`src/rtl/core_rst_pkg.sv`:
```
// Shared definitions for the core reset sequencer: state encoding,
// parameter defaults and a saturating counter helper.
`ifndef XLEN
`define XLEN 32
`endif

package core_rst_pkg;

  localparam int XLEN = `XLEN;

  localparam int HOLD_CYC_DEF = 16;
  localparam int BUS_GAP_DEF  = 4;
  localparam int QTO_DEF      = 256;

  typedef enum logic [1:0] {
    ST_RESET,
    ST_BUS_REL,
    ST_RUN,
    ST_QUIESCE
  } rst_state_t;

  function automatic logic [7:0] sat_inc8(input logic [7:0] value);
    return (value == 8'hFF) ? value : value + 8'd1;
  endfunction

endpackage

```
`src/rtl/core_rst_seq_if.sv`:
```
// Core-side reset and quiesce handshake bundle. The sequencer is the
// master; the core/bus fabric it controls is the slave.
interface core_rst_seq_if;
  import core_rst_pkg::*;

  logic            quiesce_req;
  logic            quiesce_ack;
  logic            bus_rstn;
  logic            core_rstn_o;
  logic [XLEN-1:0] core_bootvec_o;

  modport master (
    output quiesce_req,
    output bus_rstn,
    output core_rstn_o,
    output core_bootvec_o,
    input  quiesce_ack
  );

  modport slave (
    input  quiesce_req,
    input  bus_rstn,
    input  core_rstn_o,
    input  core_bootvec_o,
    output quiesce_ack
  );

endinterface

```
`src/rtl/core_rst_seq.sv`:
```
// Core reset sequencer: holds the bus fabric and CPU core in reset until the
// run request has been stable long enough, releases the bus first and the
// core a fixed gap later, and drains outstanding traffic (with a timeout)
// before putting everything back into reset.
module core_rst_seq
  import core_rst_pkg::*;
#(
  parameter int HOLD_CYC = HOLD_CYC_DEF,
  parameter int BUS_GAP  = BUS_GAP_DEF,
  parameter int QTO      = QTO_DEF
) (
  input  logic                  clk,
  input  logic                  rstn,
  input  logic                  core_rstn_req,
  input  logic [XLEN-1:0]       core_bootvec_i,
  core_rst_seq_if.master        core_if,
  output logic                  qto_err,
  output logic [7:0]            rst_cnt
);

  localparam logic [7:0]  HOLD_RELOAD = 8'(HOLD_CYC - 1);
  localparam logic [7:0]  GAP_RELOAD  = 8'(BUS_GAP - 1);
  localparam logic [15:0] QTO_LAST    = 16'(QTO - 1);

  rst_state_t      state;
  logic [7:0]      cnt;
  logic [15:0]     timer;
  logic            bus_rstn_q;
  logic            core_rstn_q;
  logic            quiesce_req_q;
  logic [XLEN-1:0] bootvec_q;

  assign core_if.bus_rstn       = bus_rstn_q;
  assign core_if.core_rstn_o    = core_rstn_q;
  assign core_if.quiesce_req    = quiesce_req_q;
  assign core_if.core_bootvec_o = bootvec_q;

  // Sequencer FSM; every output is registered and changes on state transitions.
  always_ff @(posedge clk or negedge rstn) begin
    if (!rstn) begin
      state         <= ST_RESET;
      cnt           <= HOLD_RELOAD;
      timer         <= 16'd0;
      bus_rstn_q    <= 1'b0;
      core_rstn_q   <= 1'b0;
      quiesce_req_q <= 1'b0;
      bootvec_q     <= '0;
      qto_err       <= 1'b0;
      rst_cnt       <= 8'd0;
    end else begin
      case (state)
        ST_RESET: begin
          bus_rstn_q    <= 1'b0;
          core_rstn_q   <= 1'b0;
          quiesce_req_q <= 1'b0;
          if (!core_rstn_req) begin
            cnt <= HOLD_RELOAD;
          end else if (cnt != 8'd0) begin
            cnt <= cnt - 8'd1;
          end else begin
            state      <= ST_BUS_REL;
            bus_rstn_q <= 1'b1;
            bootvec_q  <= core_bootvec_i;
            cnt        <= GAP_RELOAD;
          end
        end

        ST_BUS_REL: begin
          if (!core_rstn_req) begin
            state      <= ST_RESET;
            bus_rstn_q <= 1'b0;
            cnt        <= HOLD_RELOAD;
          end else if (cnt != 8'd0) begin
            cnt <= cnt - 8'd1;
          end else begin
            state       <= ST_RUN;
            core_rstn_q <= 1'b1;
            rst_cnt     <= sat_inc8(rst_cnt);
          end
        end

        ST_RUN: begin
          if (!core_rstn_req) begin
            state         <= ST_QUIESCE;
            quiesce_req_q <= 1'b1;
            timer         <= 16'd0;
          end
        end

        ST_QUIESCE: begin
          if (core_if.quiesce_ack || (timer == QTO_LAST)) begin
            state         <= ST_RESET;
            bus_rstn_q    <= 1'b0;
            core_rstn_q   <= 1'b0;
            quiesce_req_q <= 1'b0;
            cnt           <= HOLD_RELOAD;
            qto_err       <= !core_if.quiesce_ack;
          end else begin
            timer <= timer + 16'd1;
          end
        end

        default: begin
          state <= ST_RESET;
          cnt   <= HOLD_RELOAD;
        end
      endcase
    end
  end

endmodule

```
`src/flat_wrapper.sv`:
```
// flat-port wrapper written by rule: the top's interface ports become plain ports
module core_rst_seq_flat import core_rst_pkg::*;
#(
  parameter int HOLD_CYC = HOLD_CYC_DEF,
  parameter int BUS_GAP  = BUS_GAP_DEF,
  parameter int QTO      = QTO_DEF
)
  (clk, rstn, core_rstn_req, core_bootvec_i, qto_err, rst_cnt, core_if_quiesce_req, core_if_bus_rstn, core_if_core_rstn_o, core_if_core_bootvec_o, core_if_quiesce_ack);
  core_rst_seq_if core_if_i ();
  input  logic clk;
  input  logic rstn;
  input  logic core_rstn_req;
  input  logic [XLEN-1:0] core_bootvec_i;
  output logic qto_err;
  output logic [7:0] rst_cnt;
  output wire logic [$bits(core_if_i.quiesce_req)-1:0] core_if_quiesce_req;
  output wire logic [$bits(core_if_i.bus_rstn)-1:0] core_if_bus_rstn;
  output wire logic [$bits(core_if_i.core_rstn_o)-1:0] core_if_core_rstn_o;
  output wire logic [$bits(core_if_i.core_bootvec_o)-1:0] core_if_core_bootvec_o;
  input wire logic [$bits(core_if_i.quiesce_ack)-1:0] core_if_quiesce_ack;
  assign core_if_quiesce_req = core_if_i.quiesce_req;
  assign core_if_bus_rstn = core_if_i.bus_rstn;
  assign core_if_core_rstn_o = core_if_i.core_rstn_o;
  assign core_if_core_bootvec_o = core_if_i.core_bootvec_o;
  assign core_if_i.quiesce_ack = core_if_quiesce_ack;
  core_rst_seq #(.HOLD_CYC(HOLD_CYC), .BUS_GAP(BUS_GAP), .QTO(QTO)) u_core (.clk(clk), .rstn(rstn), .core_rstn_req(core_rstn_req), .core_bootvec_i(core_bootvec_i), .core_if(core_if_i), .qto_err(qto_err), .rst_cnt(rst_cnt));
endmodule
```
`config.mk`:
```
export PLATFORM = sky130hd
export DESIGN_NAME = core_rst_seq_flat
export DESIGN_NICKNAME = d
export VERILOG_FILES = /design/src/rtl/core_rst_pkg.sv /design/src/rtl/core_rst_seq_if.sv /design/src/rtl/core_rst_seq.sv /design/src/flat_wrapper.sv
export SDC_FILE = /design/constraint.sdc
export NUM_CORES = 1
export LEC_CHECK = 0
export ABC_CLOCK_PERIOD_IN_PS = 2400
export CAP_MARGIN = 20
export CORE_MARGIN = 4
export CORE_UTILIZATION = 50
export CTS_CLUSTER_DIAMETER = 120
export DETAILED_ROUTE_END_ITERATION = 10
export GPL_ROUTABILITY_DRIVEN = 0
export PLACE_DENSITY = 0.91
export RECOVER_POWER = 25
export SYNTH_ARGS = -nofsm -noshare
export SYNTH_HDL_FRONTEND = slang
export SYNTH_SLANG_ARGS = --single-unit
```
`constraint.sdc`:
```
create_clock -name clk -period 2.4 [get_ports clk]
set_input_delay 0.48 -clock clk [delete_from_list [all_inputs] [get_ports clk]]
set_output_delay 0.48 -clock clk [all_outputs]
set_load 0.01 [all_outputs]
```
==> impl_summary.txt <==
----------------------------------------------------
[Clocking]
  Number of clock buffers inserted by TritonCTS ... 9
  Number of hold-repair buffers added at the cts stage ... 0
  Clock slew seen by the registers of the worst setup and hold paths ... about 0.07 ns
  Clock latency of the later-clocked register in the worst-skew pair ... 0.34 ns
  Clock sinks ... 70
  Number of buffers added for setup after CTS ... 0
  Clock tree buffer depth ... 2
  Root buffer cell ... clkbuf_8
  # resized after CTS ... 0
  TritonCTS clock tree ... built
  CTS H-tree lvls ... 3

[STA]
  Relative slew slack ... 0.0862
  Worst slack on hold paths ... 0.437 ns
  Total negative setup slack ... 0 ns
  Minimum period implied by the final worst setup slack ... 2.08 ns
  Pins over their slew limit ... 0
  Final Hold Violating Endpoints ... 0
  Setup WS post-layout ... 0.318 ns
  Slew of the pin with the lowest slew margin ... around 1.4 ns
  Layout Skew ... 0.00713 ns
  Final setup violation count ... 0
  FMAX ... 0.480 GHz
  RSZ-0062 raised after global routing ... no
  Ratio of final minimum period to clock period ... 0.867

[Placed design]
  Number of buffers added on ports ... 79
  Post-detailed-placement cell area ... 4230 sq um
  Instance count after placement with tap cells included ... 429
  Worst Setup Slack post-DPL ... 0.191 ns
  Sum of net half-perimeters after detailed placement ... ~5.4 mm

[Layout]
  Relative area change from synthesis to final layout ... 32.3%
  Fraction of layout instances using a drive strength above 1 ... 0.217
  Post-route standard cell area excluding fillers ... 4390 sq um
  Sequential Area ... 1760 sq um
  Antenna diode count ... 0
  Final Net Count ... about 400
  Non-filler instance count after layout ... between 400 and 500
  Number of filler cells placed in the layout ... 481
  Footprint of the multi-input gates ... between 1000 and 1500 sq um

[Power and ir drop]
  Leakage component of the power ... between 1.5 and 2 nW
  Flop pwr share ... 0.544
  Switching share of power ... 0.243
  Net switching power ... around 550 uW
  Portion of total power attributed to the clock network ... 0.365
  Internal power summed over all cells ... 1.72 mW
  Power share of the combinational group ... 0.091
  Total power divided by cell area ... 517 nW/um^2
  Max VDD drop ... 0.479 mV

[Worst setup path]
  Crit path required time ... between 2 and 3 ns
  Classification of the worst setup path ... register to register
  End of the worst register-to-register path ... u_core.core_if.core_bootvec_o[12]
  Worst flop-to-flop path startpoint ... u_core.cnt[0]
  Maximum fanout encountered on the critical timing path ... 33
  Reg-to-reg slack, setup ... 0.32 ns
  Crit. End Element ... register
  Crit path launch type ... register
  Worst r2r path cells ... 7
  Critical path arrival ... between 2 and 2.5 ns

[Yosys]
  Post-Synthesis Net Count ... 314
  Synth Area per Inst ... 12.1 sq um
  Sequential share of the synthesized area ... 0.529
  Share of the synthesized area in the top cell type ... 0.498
  Cell taking the most area after synthesis ... dfrtp_1
  Number of enable-type register cells in the synthesized netlist ... 0
  Top cells by area, synth ... dfrtp_1 50%, mux2_2 11%, dfstp_2 3.2%
  Post-synth top cells ... 66 x dfrtp_1, 33 x mux2_2, 20 x nor2_1
  Instance count of the mapped netlist ... 275
  Asr flop ratio synth ... 1.00
  Flip-flop and latch count after synthesis ... 70
  Count of unique library cells instantiated by Yosys ... 57
  Synth Cell Area ... 3320 sq um
  Yosys warns ... 0
  Top FF cell, synth ... dfrtp_1
  Leading cell type by number of instances after synthesis ... dfrtp_1

[Die]
  Core Region ... roughly 6400 sq um
  DIE WIDTH ... roughly 90 um
  Die area ... around 8000 sq um
  Effective utilization at floorplan ... 0.520
  Std cell rows ... 29
  Height of the die ... between 80 and 90 um
  Io pins ... 80

[Global route]
  Grt ovf ... 0
  Wire length of the first global-routing pass ... around 12 mm
  GRT Resource Usage Total ... 0.199
  Antenna violations before repair ... 0
  Vias in the first global route ... ~2600
  Largest net degree at the start of global routing ... 46

[Detailed routing]
  Uppermost layer routed ... met4
  Met3 wire length ... about 570 um
  Total number of vias ... ~2500
  Wire length on met1 ... 2.91 mm
  DRC violation count after routing ... 0
  Number of vias per cell ... 5.55
  Pre-Repair DR Iteration Count ... 5
  Sum of met2 wire segment lengths after detailed routing ... 3.70 mm
  Post-Route WL ... 7.32 mm
  Per-cell routed wire length ... 16.4 um
  Drt first-iter violations ... 115
  Post-DRT Antenna Nets ... 0

[Run status]
  Outcome ... finished, final reports clean

[Min path]
  Worst hold-check path type ... primary input to asynchronous set/reset pin

[Flow run]
  Max-cap viol count ... 0

----------------------------------------------------
## worst max-delay path, stage by stage (launching register included)
cell     delay (ns)
dfstp_2        0.38
inv_1          0.06
ha_1           0.21
nor4b_4        0.35
nand2_2        0.17
nor3_4         0.18
buf_12         0.24
mux2_2         0.36
## metrics by stage
stage                util  power [mW]
global route        0.688        2.38
global placement    0.663        1.46
floorplan               -        1.31
detailed placement  0.663        1.47
finish              0.688        2.27
CTS                 0.690        2.31
## cell families after synthesis
group | count (synthesis) | share of synthesized area
compound gates | 42 | 0.102
xor+xnor | 20 | 0.0528
fa+ha+maj | 3 | 0.0113
flops | 70 | 0.529
buf+inv | 19 | 0.0253
simple gates | 87 | 0.164
mux | 34 | 0.115
## layout make-up
type / instances / area share
inverter: 10 / 0.00855
timing repair buffer: 86 / 0.194
clock inverter: 7 / 0.0111
sequential: 70 / 0.400
clock buffer: 9 / 0.0282
tap: 77 / 0.0219
multi-input combinational: 186 / 0.337
## power groups by stage
stage / logic, mW / clock network, mW / registers, mW
after detailed placement: 0.214 / 0 / 1.26
after global placement: 0.208 / 0 / 1.25
after floorplan: 0.0473 / 0 / 1.27
after global routing: 0.227 / 0.914 / 1.24
after CTS: 0.215 / 0.857 / 1.23
final: 0.207 / 0.828 / 1.23
## cell usage in the layout, fill, tap and decap left out, types with 2 or more instances in the layout
| cell type | instances |
|---|---|
| clkinv_2 | 3 |
| dfrtp_1 | 66 |
| o21ai_0 | 9 |
| clkdlybuf4s50_1 | 78 |
| buf_4 | 5 |
| a21oi_1 | 8 |
| nor4_4 | 2 |
| ha_1 | 3 |
| or3_1 | 4 |
| nand3_1 | 12 |
| a21boi_0 | 2 |
| xor2_1 | 12 |
| and3_1 | 8 |
| a31oi_1 | 5 |
| nand2_1 | 13 |
| nor3_1 | 2 |
| mux2_2 | 33 |
| xnor2_1 | 8 |
| and3_2 | 2 |
| dfstp_2 | 4 |
| o22ai_1 | 2 |
| nand4_1 | 9 |
| inv_1 | 9 |
| nor2_1 | 20 |
| clkbuf_8 | 9 |
| nand3b_1 | 2 |
| clkinv_4 | 2 |
## registers in the layout, summed over array words and instances, names as in the netlist, named ones only
register,count
u_core.state,1
u_core.rst_cnt,8
u_core.core_if.quiesce_req,1
u_core.timer,16
u_core.qto_err,1
u_core.core_if.core_bootvec_o,32
u_core.cnt,8
u_core.core_if.bus_rstn,1
u_core.core_if.core_rstn_o,1
## per-layer routing
metal	GRT usage	vias to the layer above
met5	0	-
met4	0.0907	0
met1	0.231	1220
met2	0.317	70
li1	-	1165
met3	0.0912	14
## worst max-delay path by stage
stage,end,cells after the start,startpoint
global placement,u_core.rst_cnt[1],5,core_rstn_req
CTS,u_core.core_if.core_bootvec_o[12],7,u_core.cnt[0]
global route,u_core.timer[15],6,u_core.timer[0]
detailed placement,u_core.rst_cnt[1],5,core_rstn_req
floorplan,u_core.core_if.core_bootvec_o[10],7,u_core.cnt[0]
finish,u_core.core_if.core_bootvec_o[12],7,u_core.cnt[0]
Power figures use the tool's default switching activity.
